File: config.mk
export PLATFORM = sky130hd
export DESIGN_NAME = camera_stream_tx
export DESIGN_NICKNAME = d
export VERILOG_FILES = /design/src/rtl/camera_stream_tx.sv
export SDC_FILE = /design/constraint.sdc
export NUM_CORES = 1
export LEC_CHECK = 0
export ABC_AREA = 1
export CAP_MARGIN = 20
export CORE_MARGIN = 2
export CORE_UTILIZATION = 51
export DETAILED_ROUTE_END_ITERATION = 10
export PLACE_DENSITY = 0.77
export REMOVE_ABC_BUFFERS = 1
export SYNTH_ARGS = -nofsm -noshare
export SYNTH_HDL_FRONTEND = slang
export SYNTH_SLANG_ARGS = --single-unit
File: constraint.sdc
create_clock -name clk -period 2.8 [get_ports clk]
set_clock_uncertainty 0.15 [all_clocks]
set_input_delay 0.56 -clock clk [delete_from_list [all_inputs] [get_ports clk]]
set_output_delay 0.56 -clock clk [all_outputs]
set_load 0.1 [all_outputs]
File: src/rtl/camera_stream_tx.sv
// camera_stream_tx: camera pixel-bus transmitter (vsync/href/pclk/data) that
// emits OV7670-style RGB565 frames with selectable test patterns.
//
// Ports:
//   clk          system clock, all logic on rising edge
//   reset        asynchronous active-low reset
//   enable       level request for continuous frame generation
//   mode         pattern select (0 ramp, 1 bars, 2 solid, 3 id), latched at frame start
//   solid_color  RGB565 colour for mode 2, latched at frame start
//   pclk         pixel clock, clk/2 while busy, parked low when idle
//   vsync        frame sync, active high
//   href         line valid, active high
//   data         pixel byte, high byte of each pixel first, 0 when href=0
//   frame_start  one-clk pulse when vsync rises
//   frame_done   one-clk pulse at the end of the last front-porch line
//   frame_count  completed frames, wrapping
//   busy         high from frame start through end of frame
//   checksum     (CAM_TX_CHECKSUM_EN only) 16-bit sum of the last frame's href bytes
//
// Optional build macro: CAM_TX_CHECKSUM_EN adds the checksum output.
module camera_stream_tx #(
  parameter int unsigned H_ACTIVE    = 640,
  parameter int unsigned V_ACTIVE    = 480,
  parameter int unsigned H_BLANK     = 144,
  parameter int unsigned VSYNC_LINES = 3,
  parameter int unsigned V_BACK      = 17,
  parameter int unsigned V_FRONT     = 10
) (
  input  logic        clk,
  input  logic        reset,
  input  logic        enable,
  input  logic [1:0]  mode,
  input  logic [15:0] solid_color,
  output logic        pclk,
  output logic        vsync,
  output logic        href,
  output logic [7:0]  data,
  output logic        frame_start,
  output logic        frame_done,
  output logic [15:0] frame_count,
  output logic        busy
`ifdef CAM_TX_CHECKSUM_EN
  ,
  output logic [15:0] checksum
`endif
);

  localparam int unsigned LINE_SLOTS = 2 * H_ACTIVE + H_BLANK;
  localparam int unsigned HREF_SLOTS = 2 * H_ACTIVE;
  localparam int unsigned COL_W      = (LINE_SLOTS > 1) ? $clog2(LINE_SLOTS) : 1;
  localparam int unsigned ROW_MAX_A  = (VSYNC_LINES > V_BACK) ? VSYNC_LINES : V_BACK;
  localparam int unsigned ROW_MAX_B  = (V_ACTIVE > V_FRONT) ? V_ACTIVE : V_FRONT;
  localparam int unsigned ROW_MAX    = (ROW_MAX_A > ROW_MAX_B) ? ROW_MAX_A : ROW_MAX_B;
  localparam int unsigned ROW_W      = (ROW_MAX > 1) ? $clog2(ROW_MAX) : 1;

  typedef enum logic [2:0] {
    IDLE   = 3'd0,
    VSYNC  = 3'd1,
    VBACK  = 3'd2,
    ACTIVE = 3'd3,
    VFRONT = 3'd4
  } state_e;

  state_e             state_q, state_d;
  logic [COL_W-1:0]   col_q, col_d;
  logic [ROW_W-1:0]   row_q, row_d;
  logic               frame_end;
  logic               pclk_q, vsync_q, href_q, busy_q;
  logic               frame_start_q, frame_done_q;
  logic [7:0]         data_q;
  logic [15:0]        frame_count_q;
  logic [1:0]         mode_q;
  logic [15:0]        solid_q;
  logic               href_d;
  logic [7:0]         data_d;
  logic [COL_W-1:0]   x_d;
  logic [2:0]         bar_d;
  logic [15:0]        bar_color;
  logic [15:0]        pixel_d;

  function automatic int unsigned lines_of(state_e s);
    case (s)
      VSYNC:   return VSYNC_LINES;
      VBACK:   return V_BACK;
      ACTIVE:  return V_ACTIVE;
      VFRONT:  return V_FRONT;
      default: return 1;
    endcase
  endfunction

  // Position of the next byte-slot; frame_end marks the final slot of VFRONT.
  always_comb begin
    state_d   = state_q;
    col_d     = col_q + COL_W'(1);
    row_d     = row_q;
    frame_end = 1'b0;
    if (col_q == COL_W'(LINE_SLOTS - 1)) begin
      col_d = '0;
      if (row_q == ROW_W'(lines_of(state_q) - 1)) begin
        row_d = '0;
        case (state_q)
          VSYNC:   state_d = VBACK;
          VBACK:   state_d = ACTIVE;
          ACTIVE:  state_d = VFRONT;
          VFRONT: begin
            frame_end = 1'b1;
            state_d   = enable ? VSYNC : IDLE;
          end
          default: state_d = IDLE;
        endcase
      end else begin
        row_d = row_q + ROW_W'(1);
      end
    end
  end

  // Pattern byte for the next slot; even slot carries the pixel's high byte.
  always_comb begin
    x_d   = col_d >> 1;
    bar_d = 3'((32'(x_d) * 32'd8) / H_ACTIVE);
    case (bar_d)
      3'd0:    bar_color = 16'hFFFF;
      3'd1:    bar_color = 16'hFFE0;
      3'd2:    bar_color = 16'h07FF;
      3'd3:    bar_color = 16'h07E0;
      3'd4:    bar_color = 16'hF81F;
      3'd5:    bar_color = 16'hF800;
      3'd6:    bar_color = 16'h001F;
      default: bar_color = 16'h0000;
    endcase
    case (mode_q)
      2'd1:    pixel_d = bar_color;
      2'd2:    pixel_d = solid_q;
      2'd3:    pixel_d = {frame_count_q[7:0], 8'(row_d)};
      default: pixel_d = 16'h0000;
    endcase
    href_d = (state_d == ACTIVE) && (col_d < COL_W'(HREF_SLOTS));
    data_d = 8'h00;
    if (href_d) begin
      if (mode_q == 2'd0) data_d = 8'(col_d);
      else                data_d = col_d[0] ? pixel_d[7:0] : pixel_d[15:8];
    end
  end

`ifdef CAM_TX_CHECKSUM_EN
  logic [15:0] acc_q;
  logic [15:0] checksum_q;
  assign checksum = checksum_q;
`endif

  // FSM, slot counters and registered bus outputs; bus changes only as pclk falls.
  always_ff @(posedge clk or negedge reset) begin
    if (!reset) begin
      state_q       <= IDLE;
      col_q         <= '0;
      row_q         <= '0;
      pclk_q        <= 1'b0;
      vsync_q       <= 1'b0;
      href_q        <= 1'b0;
      data_q        <= 8'h00;
      frame_start_q <= 1'b0;
      frame_done_q  <= 1'b0;
      frame_count_q <= 16'h0000;
      busy_q        <= 1'b0;
      mode_q        <= 2'd0;
      solid_q       <= 16'h0000;
`ifdef CAM_TX_CHECKSUM_EN
      acc_q         <= 16'h0000;
      checksum_q    <= 16'h0000;
`endif
    end else begin
      frame_start_q <= 1'b0;
      frame_done_q  <= 1'b0;
      if (state_q == IDLE) begin
        if (enable) begin
          state_q       <= VSYNC;
          col_q         <= '0;
          row_q         <= '0;
          pclk_q        <= 1'b0;
          vsync_q       <= 1'b1;
          busy_q        <= 1'b1;
          frame_start_q <= 1'b1;
          mode_q        <= mode;
          solid_q       <= solid_color;
`ifdef CAM_TX_CHECKSUM_EN
          acc_q         <= 16'h0000;
`endif
        end
      end else begin
        pclk_q <= ~pclk_q;
        if (pclk_q) begin
          state_q <= state_d;
          col_q   <= col_d;
          row_q   <= row_d;
          vsync_q <= (state_d == VSYNC);
          href_q  <= href_d;
          data_q  <= data_d;
          busy_q  <= (state_d != IDLE);
`ifdef CAM_TX_CHECKSUM_EN
          acc_q   <= frame_end ? 16'h0000 : acc_q + 16'(data_d);
`endif
          if (frame_end) begin
            frame_done_q  <= 1'b1;
            frame_count_q <= frame_count_q + 16'd1;
`ifdef CAM_TX_CHECKSUM_EN
            checksum_q    <= acc_q;
`endif
            if (enable) begin
              frame_start_q <= 1'b1;
              mode_q        <= mode;
              solid_q       <= solid_color;
            end
          end
        end
      end
    end
  end

  assign pclk        = pclk_q;
  assign vsync       = vsync_q;
  assign href        = href_q;
  assign data        = data_q;
  assign frame_start = frame_start_q;
  assign frame_done  = frame_done_q;
  assign frame_count = frame_count_q;
  assign busy        = busy_q;

endmodule
# After elaboration in Yosys (flattened, before gate mapping)
# Index checks and enable logic that the tools add are counted.
[op_classes]
div_mod_pow = 1
mul = 0
n_reduce_logical = 13
bitwise_logic = 2
add_sub_neg = 4
shift = 0
n_eq_ne = 18
mux = 48
order_cmp = 1
[op_table]
columns = ["cell", "count"]
rows = [
  ["$pmux 16 s7", 1],
  ["$mux 16", 4],
  ["$mux 9", 6],
  ["$pmux 16 s3", 1],
  ["$mux 11", 4],
  ["$pmux 9 s4", 1],
  ["$div 13x10->32 const B", 1],
  ["$mux 8", 3],
  ["$mux 1", 18],
  ["$add 16x1->16 const B", 1],
  ["$eq 3x2->1 const B", 5],
  ["$mux 3", 5],
  ["$eq 3x3->1 const B", 4],
  ["$pmux 3 s4", 1],
  ["$add 11x1->11 const B", 1],
  ["$eq 11x11->1 const B", 1],
  ["$lt 11x11->1 const B", 1],
  ["$add 9x1->9 const B", 1],
  ["$eq 3x1->1 const B", 3],
  ["$eq 9x9->1", 1],
  ["$sub 9x1->9 const B", 1],
  ["$mux 2", 4],
  ["$logic_not 3->1", 2],
  ["$reduce_and 2->1", 3],
  ["other kinds (9)", 14],
]
[word_totals]
romBits = 0
output_inout_bits = 30
mem_bits_rw = 0
word_cells = 101
latch_bits = 0
inputBits = 21
n_memories = 0
register_bits = 71

# Logic depth before layout (Yosys ltp)
# Gate-level depths: netlist of run 1.
[depth]
ltp_word = 11
mapped_depth = 25
mapped_depth_nobuf = 25

# Least setup slack after synthesis of run 1
# Ideal clock, no wire load.
[synth_timing]
path_type = "register to register"
from = "reg state_q[0]"
to = "reg frame_count_q[12], in the netlist frame_count[12]"
path_stages_with_launch = 23
required_time_ns = 2.528
arrival_time_ns = 2.828
period_less_slack_ns = 3.100
n_path_buf = 0
setup_ns = 0.122
path_slack_ns = -0.300
path_cell_list = "dfrtp_1 > nor2_2 > nand2_4 > nand2_1 > inv_1 > ha_1 > nor2_1 > nor2_1 > nand3_1 > a21oi_1 > nand3_1 > nor3_1 > nand2_2 > nor2_4 > inv_4 > nor3_4 > nand2_2 > nor3_4 > nand2_2 > nor2_4 > nand3_1 > nand2_1 > nand2_1"
[synth_via]
elab_chain_cells = 8
elab_cells_between_ends = 14
cone_classes = "add/sub (1); eq/ne (5); mux (5); bitwise (1); reduce/logical (2)"
[synth_lines]
columns = ["element", "line_no", "text"]
rows = [
  ["start: declaration", "64", "state_e state_q, state_d;"],
  ["start signal: assignment", "192", "state_q <= state_d;"],
  ["$eq 3x3->1 (tied with other cells)", "82, 101", ""],
  ["$pmux 9 s4", "82", "case (s)"],
  ["$mux 9", "97", "if (col_q == COL_W'(LINE_SLOTS - 1)) begin"],
  ["$sub 9x1->9", "99", "if (row_q == ROW_W'(lines_of(state_q) - 1)) begin"],
  ["$eq 9x9->1", "99", ""],
  ["$mux 1", "99", ""],
  ["$mux 1", "97", ""],
  ["$reduce_and 3->1 (no source line) *", "n/a", ""],
  ["end signal: assignment", "204", "frame_count_q <= frame_count_q + 16'd1;"],
  ["end: declaration", "71", "logic [15:0] frame_count_q;"],
]
# Mark *: on every way between the ends. The rest lies on a longest branch, timed or not. The select of a mux whose other input is x is not followed.
# A chain may end at the register's enable or synchronous reset.

# Worst setup path in the final report of run 1
[layout_timing]
from = "reg state_q[0]"
to = "reg data_q[4], in the netlist data[4]"
[layout_via]
elab_chain_cells = 11
elab_cells_between_ends = 22
cone_classes = "add/sub (1); eq/ne (6); mux (11); bitwise (1); reduce/logical (3)"
[layout_lines]
columns = ["element", "line_no", "text"]
rows = [
  ["$eq 3x3->1 (tied with other cells)", "82, 101", ""],
  ["$pmux 9 s4", "82", ""],
  ["$mux 9", "97", ""],
  ["$sub 9x1->9", "99", ""],
  ["$eq 9x9->1", "99", ""],
  ["$mux 9", "99", ""],
  ["$mux 9", "97", ""],
  ["$pmux 16 s3", "131", "case (mode_q)"],
  ["$mux 8", "141", "else data_d = col_d[0] ? pixel_d[7:0] : pixel_d[15:8];"],
  ["$mux 8", "140", "if (mode_q == 2'd0) data_d = 8'(col_d);"],
  ["$mux 8", "139", "if (href_d) begin"],
  ["end signal: assignment", "197", "data_q <= data_d;"],
  ["end: declaration", "70", "logic [7:0] data_q;"],
]
# Several ways; a longest one is shown, not always the timed one. The select of a mux whose other input is x is not followed.

==> metrics.md, run 1 <==
| Metric | Value |
|---|---|
| Antenna-violating nets left | 0 |
| First-pass GRT wire length | 20.28 mm |
| Most common cell after layout, fill and taps aside | nand2_1 |
| Largest cells by area after synthesis | dfrtp_1 42%, nand2_1 17%, inv_1 5.9% |
| Setup TNS | -6.549 ns |
| Synth Flop Type | dfrtp_1 |
| Max Cap Viol | 0 |
| Post-synthesis cell type count | 35 |
| CP delay by family, top | simple AND/OR/NAND/NOR gates |
| Most frequent cells in the layout | 164 x nand2_1, 105 x buf_4, 71 x dfrtp_1, 61 x inv_1, 34 x nor2_1 |
| Post-Route WL | 13.30 mm |
| Post-route cell area | 0.006155 mm2 |
| Htree depth | 3 |
| Final hold vios | 3 |
| Post-synthesis sequential area ratio | 42.10% |
| Inserted Clock Buffers | 9 |
| Post-synth ARST share | 100.0% |
| Fillcell total | 565 |
| Post-Place Cell Area | 0.005303 mm2 |
| Fin crit share | 113.4% |
| Clk sink count | 71 |
| Skew-Pair Late Insertion Delay | 0.35 ns |
| Hold slack | -0.004766 ns |
| RSZ-0062 raised after global routing | yes |
| Peak Freq | 314.8 MHz |
| Synth warnings | 0 |
| RD Place Congestion | 0.9601 |
| CTS tree | built |
| Area of the multi-input gates | 0.002509 mm2 |
| Power Density | 1002 mW/mm2 |
| Leak pwr | 3.121 nW |
| Met2 Use GR | 48.11% |
| Antenna diode count | 0 |
| I/O pin cnt | 51 |
| Failing checks | negative hold slack, negative setup slack |
| Die W | 94.97 um |
| Post-route DRC | 0 |
| Clock transition at the registers of the reported paths | 0.09 ns |
| GRT Overall Usage | 28.87% |
| Measured slew at the worst slew-check pin | 0.9076 ns |
| Met3 Use GR | 3.113% |
| Post-DR vias/cell | 5.584 |
| Critical-path top delay cell | dfrtp_1 |
| Worst Setup Path Type | flop to flop |
| Slew Viols, Final | 0 |
| Data arrival, critical path | 3.32 ns |
| Crit path buffers/inverters | 4 |
| Gr ovfl total | 0 |
| Layout Cells excl Fill | 825 |
| Initial Util | 51.88% |
| Cell mode on critical path | nand2_1 |
| Setup WS post-layout | -0.3765 ns |
| Time the worst path needs with I/O delays and setup | 3.177 ns |
| Final net count | 741 |
| Number of synthesized register bits | 71 |
| Register-to-register setup slack | -0.38 ns |
| Crit-path max cell delay | 0.43 ns |
| Area leader, netlist | dfrtp_1 |
| Syn avg cell area | 7.404 um2 |
| Largest net degree at the start of global routing | 55 |
| Routed vias | 4607 |
| CP Launch Type | flop |
| Met1 usage | 39.40% |
| Worst setup EP type | flop |
| Synth Cell Area | 0.004220 mm2 |
| Critical Path RT | 2.94 ns |
| Peak supply drop | 0.5187 mV |
| Area Growth Syn to Fin | 45.83% |
| Placed Cells | 788 |
| DR iter-0 viols | 364 |
| DRT Pass-1 Iters | 7 |
| Worst slack, placed | -0.3536 ns |
| Layout cells sized above 1 | 32.92% |
| Die height | 94.97 um |
| Clock root buffer | clkbuf_8 |
| EDFF count, synth | 0 |
| # port buffers | 50 |
| FF+latch area | 0.001777 mm2 |
| Die area | 0.009018 mm2 |
| Yosys top cell area share | 42.10% |
| Antenna violations before repair | 0 |
| Syn Inst Count | 570 |
| Clk buf depth | 2 |
| Number of global-route vias before repair | 4225 |
| Min-delay worst type | primary input to async pin |
| HPWL after DPL | 8.623 mm |
| Worst Path Max Fanout | 7 |
| Worst Reg-to-Reg Cells | 24 |
| Status | finished with violations |
| # setup viols final | 37 |
| Crit. path cell count | 24 |
| Worst-path cell chain | nor2_4, nand2_4, nand2_2, inv_2, ha_4, nor2_1, nor2_1, nand3_1, a21oi_1, nand3_1, nor3_2, nand2_2, nor2_4, inv_4, nand2_1, o21ai_4, inv_2, nand3_2, nor2_4, buf_6, nand2_1, a21oi_1, nand2_1, nand2_1 |
| Rel. slew slack | 39.27% |
| Core area | 0.008134 mm2 |
| Site Rows | 33 |
| Drt wl/cell | 16.12 um |
| GR peak layer | met2 |
==> kinds of logic (layout without fill, tap and decap cells) <==
group | after synthesis | in the layout | share of synthesized area, %
flops | 71 | 71 | 42.10
compound gates | 79 | 79 | 11.50
xor+xnor | 19 | 19 | 3.943
fa+ha+maj | 5 | 5 | 1.482
simple gates | 314 | 314 | 33.59
buf+inv | 82 | 232 | 7.382
==> report_power, final <==
part	switching [mW]	internal, mW
registers	0.268	1.32
logic	2.22	1.30
clock network	0.442	0.623
total	2.93	3.24
==> layout make-up <==
type	count	area share, %
clock buffer	10	2.236
clock inverter	6	1.891
inverter	73	4.493
multi-input combinational	417	40.76
sequential	71	28.87
tap	105	2.135
timing repair buffer	143	19.62
==> per-stage QoR <==
step                      util [%]  power (mW)  hold WS (ns)
after floorplan                  -       3.431        0.1144
after global placement       65.19       4.429        0.3123
after detailed placement     65.19       4.482        0.3237
after CTS                    71.97       5.799      0.008732
after global routing         75.67       6.488       0.03036
final                        75.67       6.168     -0.004766
==> metal layers <==
layer | vias to the layer above | routed length [um] | part of all wire [%]
li1 | 2164 | - | -
met5 | - | 0 | 0
met3 | 42 | 872 | 6.6
met1 | 2195 | 5432 | 41
met2 | 206 | 6621 | 50
met4 | 0 | 368 | 2.8
==> cell usage after synthesis, types with 3 or more instances <==
cell	number
o2111ai_1	5
nor3_4	3
xor2_1	12
nand3_1	37
xnor2_1	7
nand4_1	14
clkbuf_1	7
a31oi_1	3
dfrtp_1	71
nor2_2	4
o22ai_1	16
nor2_4	4
nor3_1	7
nand3_2	7
inv_2	6
o21ai_0	25
ha_1	5
a21oi_1	17
inv_1	66
nand2_1	187
nor2_1	42
a221oi_1	7
nand2_2	6
==> repair_timing <==
item / in CTS / in global routing
resized for setup: 48 / 66
pin swaps: 23 / 16
hold buffers: 0 / 0
endpoints found under the setup margin: 44 / 52
setup buffers: 18 / 15
endpoints found under the hold margin: 0 / 0
==> sequential cells by signal, summed over array words and instances, names as in the netlist <==
name,count
col_q,11
vsync,1
frame_count,16
mode_q,2
data,8
frame_start,1
frame_done,1
busy,1
row_q,9
href,1
state_q,3
pclk,1
solid_q,16
==> final timing paths <==
check / from / endpoint
min in group clk: solid_q[13] / solid_q[13]
max in group asynchronous: reset / mode_q[0]
worst max-delay path: state_q[0] / data[4]
worst max register to register: state_q[0] / data[4]
worst min register to register: solid_q[13] / solid_q[13]
worst min-delay path: reset / row_q[8]
(Power assumes the default switching activity.)
==> run 2, diff against run 1 <==
- CORE_MARGIN: 2 -> 1.5
==> run 2 against run 1 <==
  * Hold slack better by 0.021 ns
  * Power shrank 2.9%
  * Clock-buffer cell count stayed put
  * Core utilization increased by 2.3 points
  * First-iteration DRC count down 2.7%
  * Final area about the same
  * The flow finishes with violations (negative setup slack)
  * Clock power is 20% lower
  * Sequential share of layout area increased by 0.053 points
  * Routed wire length shrank 0.15%
  * Largest power group unchanged
  * Sequential power barely moved
  * Critical endpoint is now frame_count[15]
  * Register-to-register slack is essentially flat
==> metrics.md, run 2 (synthesis results as in run 1) <==
| Metric | Value |
|---|---|
| Int Pwr | 3.062 mW (was 3.242 mW) |
| Inserted Clock Buffers | 9 (unchanged) |
| Most common cell after layout, fill and taps aside | nand2_1 (unchanged) |
| Critical Path RT | 2.91 ns (was 2.94 ns) |
| Critical-path top delay cell | dfrtp_1 (unchanged) |
| I/O pin cnt | 51 (unchanged) |
| Number of global-route vias before repair | 4295 (was 4225) |
| Clock transition at the registers of the reported paths | 0.09 ns (about the same) |
| Setup WS post-layout | -0.3873 ns (was -0.3765 ns) |
| Worst-path cell chain | nor2_4, nand2_4, nand2_2, inv_2, ha_4, nor2_2, nor2_1, nand3_1, a21oi_2, nand3_1, nor3_2, nand2_2, nor2_4, inv_4, nor3_4, buf_4, nand3_2, nor3_4, nand4_1, xnor2_1 (was nor2_4, nand2_4, nand2_2, inv_2, ha_4, nor2_1, nor2_1, nand3_1, a21oi_1, nand3_1, nor3_2, nand2_2, nor2_4, inv_4, nand2_1, o21ai_4, inv_2, nand3_2, nor2_4, buf_6, nand2_1, a21oi_1, nand2_1, nand2_1) |
| Antenna-violating nets left | 0 (unchanged) |
| Measured slew at the worst slew-check pin | 0.8732 ns (was 0.9076 ns) |
| Worst Reg-to-Reg Cells | 20 (was 24) |
| Comb power frac | 59.0% (was 57.0%) |
| Switching share of power | 48.87% (was 47.44%) |
| Die W | 93.97 um (was 94.97 um) |
| Clock power share | 14.3% (was 17.3%) |
| Post-Route WL | 13.28 mm (was 13.30 mm) |
| Max Cap Viol | 0 (unchanged) |
| DRT Pass-1 Iters | 5 (was 7) |
| Status | finished with violations (unchanged) |
| Fin crit share | 113.8% (was 113.4%) |
| First-pass GRT wire length | 20.48 mm (was 20.28 mm) |
| Hold buffer count at cts | 0 (unchanged) |
| Leak pwr | 3.076 nW (was 3.121 nW) |
| Largest net degree at the start of global routing | 52 (was 55) |
| Routed vias | 4596 (was 4607) |
| Worst Path Max Fanout | 4 (was 7) |
| Post-route DRC | 0 (unchanged) |
| Initial Util | 53.51% (was 51.88%) |
| Final design utilization | 78.00% (was 75.67%) |
| Time the worst path needs with I/O delays and setup | 3.187 ns (was 3.177 ns) |
| Min-delay worst type | primary input to async pin (unchanged) |
| CP Launch Type | flop (unchanged) |
| RD Place Congestion | 0.9555 (was 0.9601) |
| Skew-Pair Late Insertion Delay | 0.36 ns (was 0.35 ns) |
| Antenna violations before repair | 0 (unchanged) |
| Failing checks | negative setup slack (was negative hold slack, negative setup slack) |
| Core area | 0.007888 mm2 (was 0.008134 mm2) |
| Clk buf depth | 2 (unchanged) |
| DR iter-0 viols | 354 (was 364) |
| Power Density | 973.5 mW/mm2 (was 1002 mW/mm2) |
| Final net count | 746 (was 741) |
| Reg2reg end | frame_count[15] (was data[4]) |
| Die area | 0.008829 mm2 (was 0.009018 mm2) |
| Worst r2r src | state_q[0] (unchanged) |
| Fillcell total | 515 (was 565) |
| Slew Viols, Final | 0 (unchanged) |
| Worst Setup Path Type | flop to flop (unchanged) |
| Rel. slew slack | 41.57% (was 39.27%) |
| HPWL after DPL | 8.733 mm (was 8.623 mm) |
| Final hold vios | 0 (was 3) |
| # port buffers | 50 (unchanged) |
| Worst setup EP type | flop (unchanged) |
| Worst Setup SP | state_q[0] (unchanged) |
| GRT Overall Usage | 30.32% (was 28.87%) |
| Setup TNS | -10.13 ns (was -6.549 ns) |
| Clk sink count | 71 (unchanged) |
| Register-to-register setup slack | -0.39 ns (was -0.38 ns) |
| Gr ovfl total | 0 (unchanged) |
| RSZ-0062 raised after global routing | yes (unchanged) |
| Crit-path max cell delay | 0.43 ns (about the same) |
| Drt wl/cell | 16.07 um (was 16.12 um) |
| Layout cells sized above 1 | 34.94% (was 32.92%) |
| Area of the multi-input gates | 0.002497 mm2 (was 0.002509 mm2) |
| Sequential power share | 26.7% (was 25.8%) |
| Post-DR vias/cell | 5.564 (was 5.584) |
| Site Rows | 32 (was 33) |
| CTS tree | built (unchanged) |
| Most frequent cells in the layout | 164 x nand2_1, 111 x buf_4, 69 x dfrtp_1, 59 x inv_1, 30 x nor2_1 (was 164 x nand2_1, 105 x buf_4, 71 x dfrtp_1, 61 x inv_1, 34 x nor2_1) |
| FF+latch area | 0.001779 mm2 (was 0.001777 mm2) |
| # setup viols final | 50 (was 37) |
| Antenna diode count | 0 (unchanged) |
| Die height | 93.97 um (was 94.97 um) |
| Psw | 2.927 mW (was 2.926 mW) |
| Area Growth Syn to Fin | 45.78% (was 45.83%) |
| Htree depth | 3 (unchanged) |
| Clock root buffer | clkbuf_8 (unchanged) |
| Peak supply drop | 0.5231 mV (was 0.5187 mV) |
| Peak Freq | 313.7 MHz (was 314.8 MHz) |
| Data arrival, critical path | 3.29 ns (was 3.32 ns) |
run 2: power groups by stage:
| stage | Clock [mW] | Combinational (mW) | Sequential [mW] |
|---|---|---|---|
| 4_1_cts | 0.848 | 3.21 | 1.56 |
| 2_1_floorplan | 0 | 1.53 | 1.90 |
| 6_report | 0.858 | 3.53 | 1.60 |
| 3_5_place_dp | 0 | 2.91 | 1.57 |
| 3_3_place_gp | 0 | 2.85 | 1.56 |
| 5_1_grt | 0.906 | 3.80 | 1.63 |
run 2: stage by stage:
| stage | std cells | area [um2] | worst slack (ns) | hold slack (ns) | total power [mW] |
|---|---|---|---|---|---|
| 2_1_floorplan | 561 | 4185 | -0.3979 | 0.1144 | 3.431 |
| 3_5_place_dp | 783 | 5284 | -0.3871 | 0.3208 | 4.479 |
| 6_report | 826 | 6152 | -0.3873 | 0.01618 | 5.989 |
| 5_1_grt | 826 | 6152 | -0.5851 | 0.04468 | 6.340 |
| 3_3_place_gp | 783 | 5284 | -0.3748 | 0.3123 | 4.414 |
| 4_1_cts | 818 | 5921 | -0.2822 | 0.03794 | 5.623 |
run 2: worst max path at each step:
stage	endpoint
3_5_place_dp	data[1]
2_1_floorplan	mode_q[0]
6_report	frame_count[15]
4_1_cts	frame_count[15]
3_3_place_gp	frame_count[12]
5_1_grt	frame_count[12]
run 2: final cells by class:
cell class / count / area share, %
Clock buffer: 10 / 2.237
Sequential cell: 71 / 28.92
Tap cell: 102 / 2.074
Inverter: 73 / 4.495
Timing Repair Buffer: 148 / 20.72
Clock inverter: 5 / 0.9559
Multi-Input combinational cell: 417 / 40.59
run 2: timing repair:
action,in CTS,in global routing
cloned,2,0
endpoints found under the setup margin,44,55
resized for setup,66,53
pin swaps,39,22
setup buffers,21,10
run 2: layer usage:
metal | vias to the layer above | share of wire (%) | GRT usage, % | wire, um
met5 | - | 0 | 0 | 0
met4 | 0 | 2.4 | 11.19 | 325
met1 | 2188 | 42 | 39.29 | 5540
met3 | 34 | 6.3 | 5.178 | 834
li1 | 2173 | - | - | -
met2 | 201 | 50 | 50.79 | 6577
run 2: critical path: cells and delay by family, from the launching register on:
kind / cells / cell delay, ns
AND/OR/NAND/NOR: 14 / 1.71
flip-flops: 1 / 0.43
buffers and inverters: 3 / 0.28
adder cells (fa/ha/maj): 1 / 0.26
XOR/XNOR: 1 / 0.16
AO/OA/AOI/OAI: 1 / 0.11
